<file path="src/rtl/uart_rx_fifo.sv">
// 16x-oversampled UART receiver feeding a first-word-fall-through FIFO drained by valid/ready.
// Entry lands 1 clk after mid-point of the last stop bit; a full FIFO with no pop drops the frame and sets overrun.
module uart_rx_fifo #(
    parameter int DEPTH       = 4,
    parameter int SYNC_STAGES = 2
) (
    input  logic                     clk,
    input  logic                     rst,
    input  logic                     clk16,
    input  logic [4:0]               cfg,
    input  logic                     rx,
    output logic [7:0]               out_data,
    output logic                     out_perr,
    output logic                     out_ferr,
    output logic                     out_valid,
    input  logic                     out_ready,
    output logic [$clog2(DEPTH):0]   fifo_count,
    output logic                     overrun,
    input  logic                     ovr_clr,
    output logic                     busy
);
    localparam int AW = $clog2(DEPTH);

    typedef enum logic [2:0] {IDLE, START, DATA, PARITY, STOP} state_t;

    logic [SYNC_STAGES-1:0] sync_q;
    logic                   rx_s;

    always_ff @(posedge clk or posedge rst) begin
        if (rst) sync_q <= '1;
        else     sync_q <= {sync_q[SYNC_STAGES-2:0], rx};
    end
    assign rx_s = sync_q[SYNC_STAGES-1];

    state_t      state_q, state_d;
    logic [3:0]  cnt_q, cnt_d;
    logic [2:0]  bit_q, bit_d;
    logic [7:0]  data_q, data_d;
    logic [4:0]  cfg_q, cfg_d;
    logic [1:0]  smp_q, smp_d;
    logic        perr_q, perr_d;
    logic        ferr_q, ferr_d;
    logic        stop2_q, stop2_d;
    logic        armed_q, armed_d;
    logic        maj, par_exp, push;
    logic [9:0]  push_dat;

    // Samples from cnt 7 and 8 are held; the third is the live line at cnt 9.
    assign maj     = (smp_q[0] & smp_q[1]) | (rx_s & (smp_q[0] | smp_q[1]));
    assign par_exp = cfg_q[2] ? ^data_q : ~^data_q;

    always_ff @(posedge clk or posedge rst) begin
        if (rst) begin
            state_q <= IDLE;
            cnt_q   <= '0;
            bit_q   <= '0;
            data_q  <= '0;
            cfg_q   <= '0;
            smp_q   <= '0;
            perr_q  <= 1'b0;
            ferr_q  <= 1'b0;
            stop2_q <= 1'b0;
            armed_q <= 1'b1;
        end else begin
            state_q <= state_d;
            cnt_q   <= cnt_d;
            bit_q   <= bit_d;
            data_q  <= data_d;
            cfg_q   <= cfg_d;
            smp_q   <= smp_d;
            perr_q  <= perr_d;
            ferr_q  <= ferr_d;
            stop2_q <= stop2_d;
            armed_q <= armed_d;
        end
    end

    always_comb begin
        state_d  = state_q;
        cnt_d    = cnt_q;
        bit_d    = bit_q;
        data_d   = data_q;
        cfg_d    = cfg_q;
        smp_d    = smp_q;
        perr_d   = perr_q;
        ferr_d   = ferr_q;
        stop2_d  = stop2_q;
        armed_d  = armed_q;
        push     = 1'b0;
        push_dat = {ferr_q | ~maj, perr_q, data_q};

        // After a low stop bit the line must go high again before a new start is accepted.
        if (state_q == IDLE && rx_s)
            armed_d = 1'b1;

        if (clk16) begin
            cnt_d = cnt_q + 4'd1;
            if (cnt_q == 4'd7) smp_d[0] = rx_s;
            if (cnt_q == 4'd8) smp_d[1] = rx_s;
            case (state_q)
                IDLE: begin
                    cnt_d = cnt_q;
                    if (!rx_s && armed_q) begin
                        state_d = START;
                        cnt_d   = 4'd1;
                        cfg_d   = cfg;
                        data_d  = '0;
                        bit_d   = '0;
                        perr_d  = 1'b0;
                        ferr_d  = 1'b0;
                        stop2_d = 1'b0;
                    end
                end
                START: begin
                    if (cnt_q == 4'd9 && maj)  state_d = IDLE;
                    else if (cnt_q == 4'd15)   state_d = DATA;
                end
                DATA: begin
                    if (cnt_q == 4'd9) data_d[bit_q] = maj;
                    if (cnt_q == 4'd15) begin
                        if (bit_q == {1'b1, cfg_q[1:0]})
                            state_d = cfg_q[3] ? PARITY : STOP;
                        else
                            bit_d = bit_q + 3'd1;
                    end
                end
                PARITY: begin
                    if (cnt_q == 4'd9 && maj != par_exp) perr_d = 1'b1;
                    if (cnt_q == 4'd15)                  state_d = STOP;
                end
                STOP: begin
                    if (cnt_q == 4'd9) begin
                        if (!maj) ferr_d = 1'b1;
                        if (!(cfg_q[4] && !stop2_q)) begin
                            push    = 1'b1;
                            state_d = IDLE;
                            armed_d = maj;
                        end
                    end
                    if (cnt_q == 4'd15) stop2_d = 1'b1;
                end
                default: state_d = IDLE;
            endcase
        end
    end

    assign busy = (state_q != IDLE);

    logic [9:0]    mem [DEPTH];
    logic [AW-1:0] wr_q, rd_q;
    logic          full, pop, wr_en;

    assign full      = (fifo_count == (AW+1)'(DEPTH));
    assign out_valid = (fifo_count != '0);
    assign pop       = out_valid & out_ready;
    assign wr_en     = push & (~full | pop);

    always_ff @(posedge clk) begin
        if (wr_en) mem[wr_q] <= push_dat;
    end

    always_ff @(posedge clk or posedge rst) begin
        if (rst) begin
            wr_q       <= '0;
            rd_q       <= '0;
            fifo_count <= '0;
            overrun    <= 1'b0;
        end else begin
            if (wr_en) wr_q <= wr_q + 1'b1;
            if (pop)   rd_q <= rd_q + 1'b1;
            case ({wr_en, pop})
                2'b10:   fifo_count <= fifo_count + 1'b1;
                2'b01:   fifo_count <= fifo_count - 1'b1;
                default: fifo_count <= fifo_count;
            endcase
            if (push && full && !pop) overrun <= 1'b1;
            else if (ovr_clr)         overrun <= 1'b0;
        end
    end

    assign out_data = out_valid ? mem[rd_q][7:0] : 8'h00;
    assign out_perr = out_valid & mem[rd_q][8];
    assign out_ferr = out_valid & mem[rd_q][9];

endmodule

</file>
<file path="config.mk">
export PLATFORM = sky130hd
export DESIGN_NAME = uart_rx_fifo
export DESIGN_NICKNAME = d
export VERILOG_FILES = /design/src/rtl/uart_rx_fifo.sv
export SDC_FILE = /design/constraint.sdc
export NUM_CORES = 1
export LEC_CHECK = 0
export CAP_MARGIN = 20
export CORE_MARGIN = 10
export CORE_UTILIZATION = 56
export DETAILED_ROUTE_END_ITERATION = 10
export GPL_TIMING_DRIVEN = 0
export HOLD_SLACK_MARGIN = 0.15
export PLACE_DENSITY = 0.76
export SYNTH_ARGS = -nofsm -noshare
export SYNTH_HDL_FRONTEND = slang
export SYNTH_SLANG_ARGS = --single-unit
</file>
<file path="constraint.sdc">
create_clock -name clk -period 4.25 [get_ports clk]
set_clock_uncertainty 0.1 [all_clocks]
set_input_delay 1.275 -clock clk [delete_from_list [all_inputs] [get_ports clk]]
set_output_delay 1.275 -clock clk [all_outputs]
set_load 0.005 [all_outputs]
</file>
Yosys cells after proc, flatten, opt, wreduce, memory -nomap -nowiden
Memory sizes are Yosys's and may differ from the RTL's.
Index checks and enable logic that the tools add are counted.
{"block": "totals", "register_bits": 39, "mem_count": 1, "in_bits": 11, "word_cells": 139, "mem_bits_rw": 40, "output_inout_bits": 16}
{"block": "classes", "n_reduce_logical": 31, "magnitude_cmp": 2, "add_sub_neg": 6, "bitwise": 12, "mux": 46, "n_eq_ne": 25}
{"name": "mem", "depth": 4, "width": 10, "rd": 1, "rd_ports_with_merged_regs": 0, "wr": 1, "line": "149", "rtl": "logic [9:0] mem [DEPTH];"}
{"operator": "two-way mux 3 bit", "n": 12}
{"operator": "two-way mux 8 bit", "n": 3}
{"operator": "two-way mux 1 bit", "n": 20}
{"operator": "inequality test 2 bit (second input constant)", "n": 10}
{"operator": "one-hot mux 8 bit (2 select lines)", "n": 1}
{"operator": "one-hot mux 3 bit (5 select lines)", "n": 1}
{"operator": "== test 4 bit (second input constant)", "n": 3}
{"operator": "one-hot mux 3 bit (2 select lines)", "n": 2}
{"operator": "AND reduction 4 bit", "n": 3}
{"operator": "AND reduction 5 bit", "n": 2}
{"operator": "nonzero test 2 bit", "n": 5}
{"operator": "bitwise mux 8 bit", "n": 1}
{"operator": "logical AND 1 bit", "n": 8}
{"operator": "two-way mux 4 bit", "n": 2}
{"operator": "AND reduction 8 bit", "n": 1}
{"operator": "XNOR reduction 8 bit", "n": 1}
{"operator": "XOR reduction 8 bit", "n": 1}
{"operator": "adder 3 x 1 -> 3 bit (second input constant)", "n": 2}
{"operator": "AND 1 bit", "n": 6}
{"operator": "== test 3 x 2 -> 1 bit (second input constant)", "n": 2}
{"operator": "== test 3 bit (second input constant)", "n": 2}
{"operator": "one-hot mux 1 bit (2 select lines)", "n": 3}
{"operator": "AND reduction 2 bit", "n": 3}
{"operator": "nonzero test 3 bit", "n": 2}
{"operator": "other kinds (19)", "n": 26}

Longest topological paths before layout
Gate-level depths: netlist of run 1.
{"block": "depth", "word_depth": 9, "depth_mapped": 9, "mapped_depth_nobuf": 9}

Least setup slack after synthesis of run 1
No wires, ideal clock.
{"block": "synth_path", "path_type": "in2reg", "start": "input port clk16", "end": "register fifo_count[1]", "arrival_time_ns": 2.864, "stages": 6, "path_slack_ns": 1.175, "path_cell_list": "buf_2 > nand4b_2 > nor3_4 > nand2b_1 > fa_1 > o41ai_1"}
{"block": "synth_between", "elab_chain_len": 4, "word_cells_on_any_way": 6}
{"item": "from (decl)", "line": "9", "rtl": "input logic clk16,"}
{"item": "two-way mux 1 bit *", "line": "96", "rtl": "if (clk16) begin"}
{"item": "AND 1 bit *", "line": "156", "rtl": "assign wr_en = push & (~full | pop);"}
{"item": "== test 2 x 1 -> 1 bit or == test 2 bit (tied branches)", "line": "171", "rtl": "case ({wr_en, pop})"}
{"item": "one-hot mux 3 bit (2 select lines) or nonzero test 2 bit (tied branches)"}
{"item": "to (signal assigned)", "line": "172", "rtl": "2'b10: fifo_count <= fifo_count + 1'b1;"}
{"item": "to (signal assigned)", "line": "173", "rtl": "2'b01: fifo_count <= fifo_count - 1'b1;"}
{"item": "to (signal assigned)", "line": "174", "rtl": "default: fifo_count <= fifo_count;"}
{"item": "to (decl)", "line": "17", "rtl": "output logic [$clog2(DEPTH):0] fifo_count,"}
Every way passes the cells marked *; elsewhere a longest branch is shown, timed or not.
A chain may end at the register's enable or synchronous reset.

Worst setup path in the final report of run 1
{"block": "layout_path", "start": "register rd_q[0]", "end": "output port out_data[2]"}
{"block": "layout_between", "elab_chain_len": 2}
{"item": "from (decl)", "line": "150", "rtl": "logic [AW-1:0] wr_q, rd_q;"}
{"item": "from (signal assigned)", "line": "170", "rtl": "if (pop) rd_q <= rd_q + 1'b1;"}
{"item": "memory (4 x 10 bit)"}
{"item": "two-way mux 8 bit", "line": "181", "rtl": "assign out_data = out_valid ? mem[rd_q][7:0] : 8'h00;"}
{"item": "to (decl)", "line": "12", "rtl": "output logic [7:0] out_data,"}
No other way between the ends.

==> metrics.txt, run 1 <==
Rel. slew slack 46.65%; switching power 916.4 uW; unrepaired setup endpoints after global routing no; HP Class flop to flop; total iterations of the first detailed-routing run 5; Boundary Pins 27; commonest non-fill, non-tap cell in the layout edfxtp_1; Critical R2R Capture fifo_count[1]; clk root buf clkbuf_8; CP max stage cell mux4_2; final cell count without fillers 420; most frequent cells in the layout edfxtp_1 (40), dfrtp_1 (36), nand2_1 (26); ant diodes 0; initial antenna violation count 0; clock buffer count from CTS 9; CTS clock-pin slew for the worst setup and hold paths 0.09 ns; Pint 1.698 mW; Post-DP Area 4209 um^2; Seq pwr share 38.7%; Core ar. 6756 um^2; WHS Path Cells 0; Seq/Total Area, Yosys 56.52%; Max Cap Viol 0; CP max FO 10; min Tclk post-route 3.663 ns; Cell Rows 30; Worst Setup Start Kind flop; Yosys reg bits 79; largest net degree at the start of global routing 40; Initial Util 57.11%; combinational power share 39.1%; PD cells 592.0 nW/um^2; outcome complete, no violations; VDD IR max 0.3586 mV; Die H 103.0 um; WL final 6.840 mm; hold_ws 0.2590 ns; WP buf/inv 2; CTS tree built; Post-synth EDFFs 40; global-route wire length before repair 11.77 mm; Syn Area/Cell 12.91 um^2; Residual DRC 0; switching share of power 35.05%; Register Area 2181 um^2; crit path from rd_q[0]; nets@finish 355; Global Route Usage Sum 14.26%; Layout area overhead 14.46%; Gate Count Post-Synth 299; grt total ovfl 0; CP Capture Type primary output; initial drt markers 75; die area 10,610 um^2; Slew Limit Fails 0; Hold-fix buffers, CTS 0; Arrival @ worst endpoint 2.29 ns; vias in the first global route 2,377; post_cts resized 0; GPL Wtd Cong 0.8720; layout cells sized above 1 15.59%; most used flip-flop cell after synthesis edfxtp_1; HPWL Detailed 4.802 mm; Buffers on Ports 25; drt wl/cell 16.29 um; reg2reg setup slack 1.71 ns; Setup TNS 0 ns; CP top delay family buffers and inverters; final instance area 4417 um^2; Inst Count DP 404; hold wc startpoint sync_q[0]; Routed Antenna Nets 0; period utilization 86.19%; Final Hold Fails 0; final core utilization 65.37%; Max clock buf depth 2; post-synthesis cell area 3859 um^2; Worst Reg-to-Reg Cells 7; slowest stage delay, CP 0.53 ns; hold worst-path end sync_q[1]; Post-Synthesis Net Count 319; vias per cell 5.748; area of the multi-input gates 1555 um^2; Slew @ Worst Pin 0.7991 ns; FFs w/ async S/R, synth 49.37%; fillers 514; total clock sinks 79; # setup viols final 0; clock share of power 22.3%; Worst-Skew Late Latency 0.36 ns; synth unique cells 56; Cell Chain, Critical Path buf_2, mux4_2, nor2b_1, clkdlybuf4s50_1; CTS H-tree depth 3; Synth Warn # 0; postcts setup bufs 0; Req. time, crit path 2.87 ns; width of the die 103.0 um; Pleak 1.687 nW; path type of the worst setup path flop to primary output; highest clock rate 273.0 MHz; vias 2,414; Reg2Reg Launch Point cnt_q[1]
[Yosys cell counts (all sizes together), types with 5 or more instances]
master	count	area (um^2)
edfxtp	40	1201
dfrtp	36	900.9
nand2	26	97.59
o21ai	17	92.59
inv	14	52.55
nand3	13	65.06
nor2b	12	75.07
xnor2	11	96.34
mux4	10	225.2
nor2	9	33.78
o2bb2ai	9	78.83
ha	8	100.1
buf	7	47.54
nand2b	7	43.79
nor3	7	57.55
clkbuf	6	22.52
mux2	6	67.56
a21oi	5	25.02
[through the flow]
step                worst slack, ns  total power [mW]
floorplan                     1.175             1.729
global placement             0.7963             2.036
detailed placement           0.7321             2.056
CTS                          0.5232             2.638
global route                 0.4063             2.808
finish                       0.5871             2.615
[kinds of logic after synthesis]
kind of cell	Yosys count	synth area share (%)
adders and majority gates	10	3.372
xor gates and xnor gates	15	3.761
DFF	79	56.52
AOI/OAI and AO/OA	52	10.21
and+or+nand+nor	98	14.85
buffers and inverters	27	3.177
muxes	18	8.106
[cell type report]
| cell class | instances | share of cell area, % |
|---|---|---|
| sequential | 79 | 49.38 |
| multi-input combinational | 193 | 35.21 |
| timing repair buffer | 25 | 5.666 |
| clock buffer | 9 | 2.805 |
| tap | 80 | 2.266 |
| clock inverter | 7 | 1.898 |
| buffer | 13 | 1.586 |
| inverter | 14 | 1.190 |
[worst max-delay path by stage]
stage                         end  slack, ns  depth (start not counted)
floorplan           fifo_count[1]       1.18                          6
global placement        mem[1][3]       0.80                          4
detailed placement      mem[0][3]       0.73                          4
CTS                   out_data[2]       0.52                          4
global route          out_data[2]       0.41                          4
finish                out_data[2]       0.59                          4
[registers in the layout, summed over array words and instances (netlist names), 3 cells and up]
register    count
bit_q           3
cfg_q           5
cnt_q           4
data_q          8
fifo_count      3
mem            40
state_q         3
[routing by layer]
metal  wire (um)  vias up  GRT usage (%)
li1            -     1187              -
met1        3047     1167          17.78
met2        3363       48          23.26
met3         316       12          3.686
met4         113        0          5.455
met5           0        -              0
[power by group through the flow]
stage          clock (mW)  sequential, mW  combinational, mW
2_1_floorplan           0            1.00              0.726
5_1_grt             0.625            1.03               1.15
6_report            0.582            1.01               1.02
4_1_cts             0.592            1.01               1.03
3_5_place_dp            0            1.03               1.03
3_3_place_gp            0            1.02               1.01
(Power assumes the default switching activity.)
==> inputs of run 2 (changes only) <==
==> constraint.sdc (replaced) <==
create_clock -name clk -period 4.25 [get_ports clk]
set_clock_uncertainty 0.1 [all_clocks]
set_input_delay 1.275 -clock clk [delete_from_list [all_inputs] [get_ports clk]]
set_output_delay 1.275 -clock clk [all_outputs]
set_load 0.02 [all_outputs]
==> results of run 2 <==
The final DEF is identical to that of run 1. Status: complete, no violations.
Among the figures that moved: setup slack after layout 0.5871 ns -> 0.4972 ns; total power 2.615 mW -> 2.707 mW; worst IR drop on VDD 0.3586 mV -> 0.3591 mV
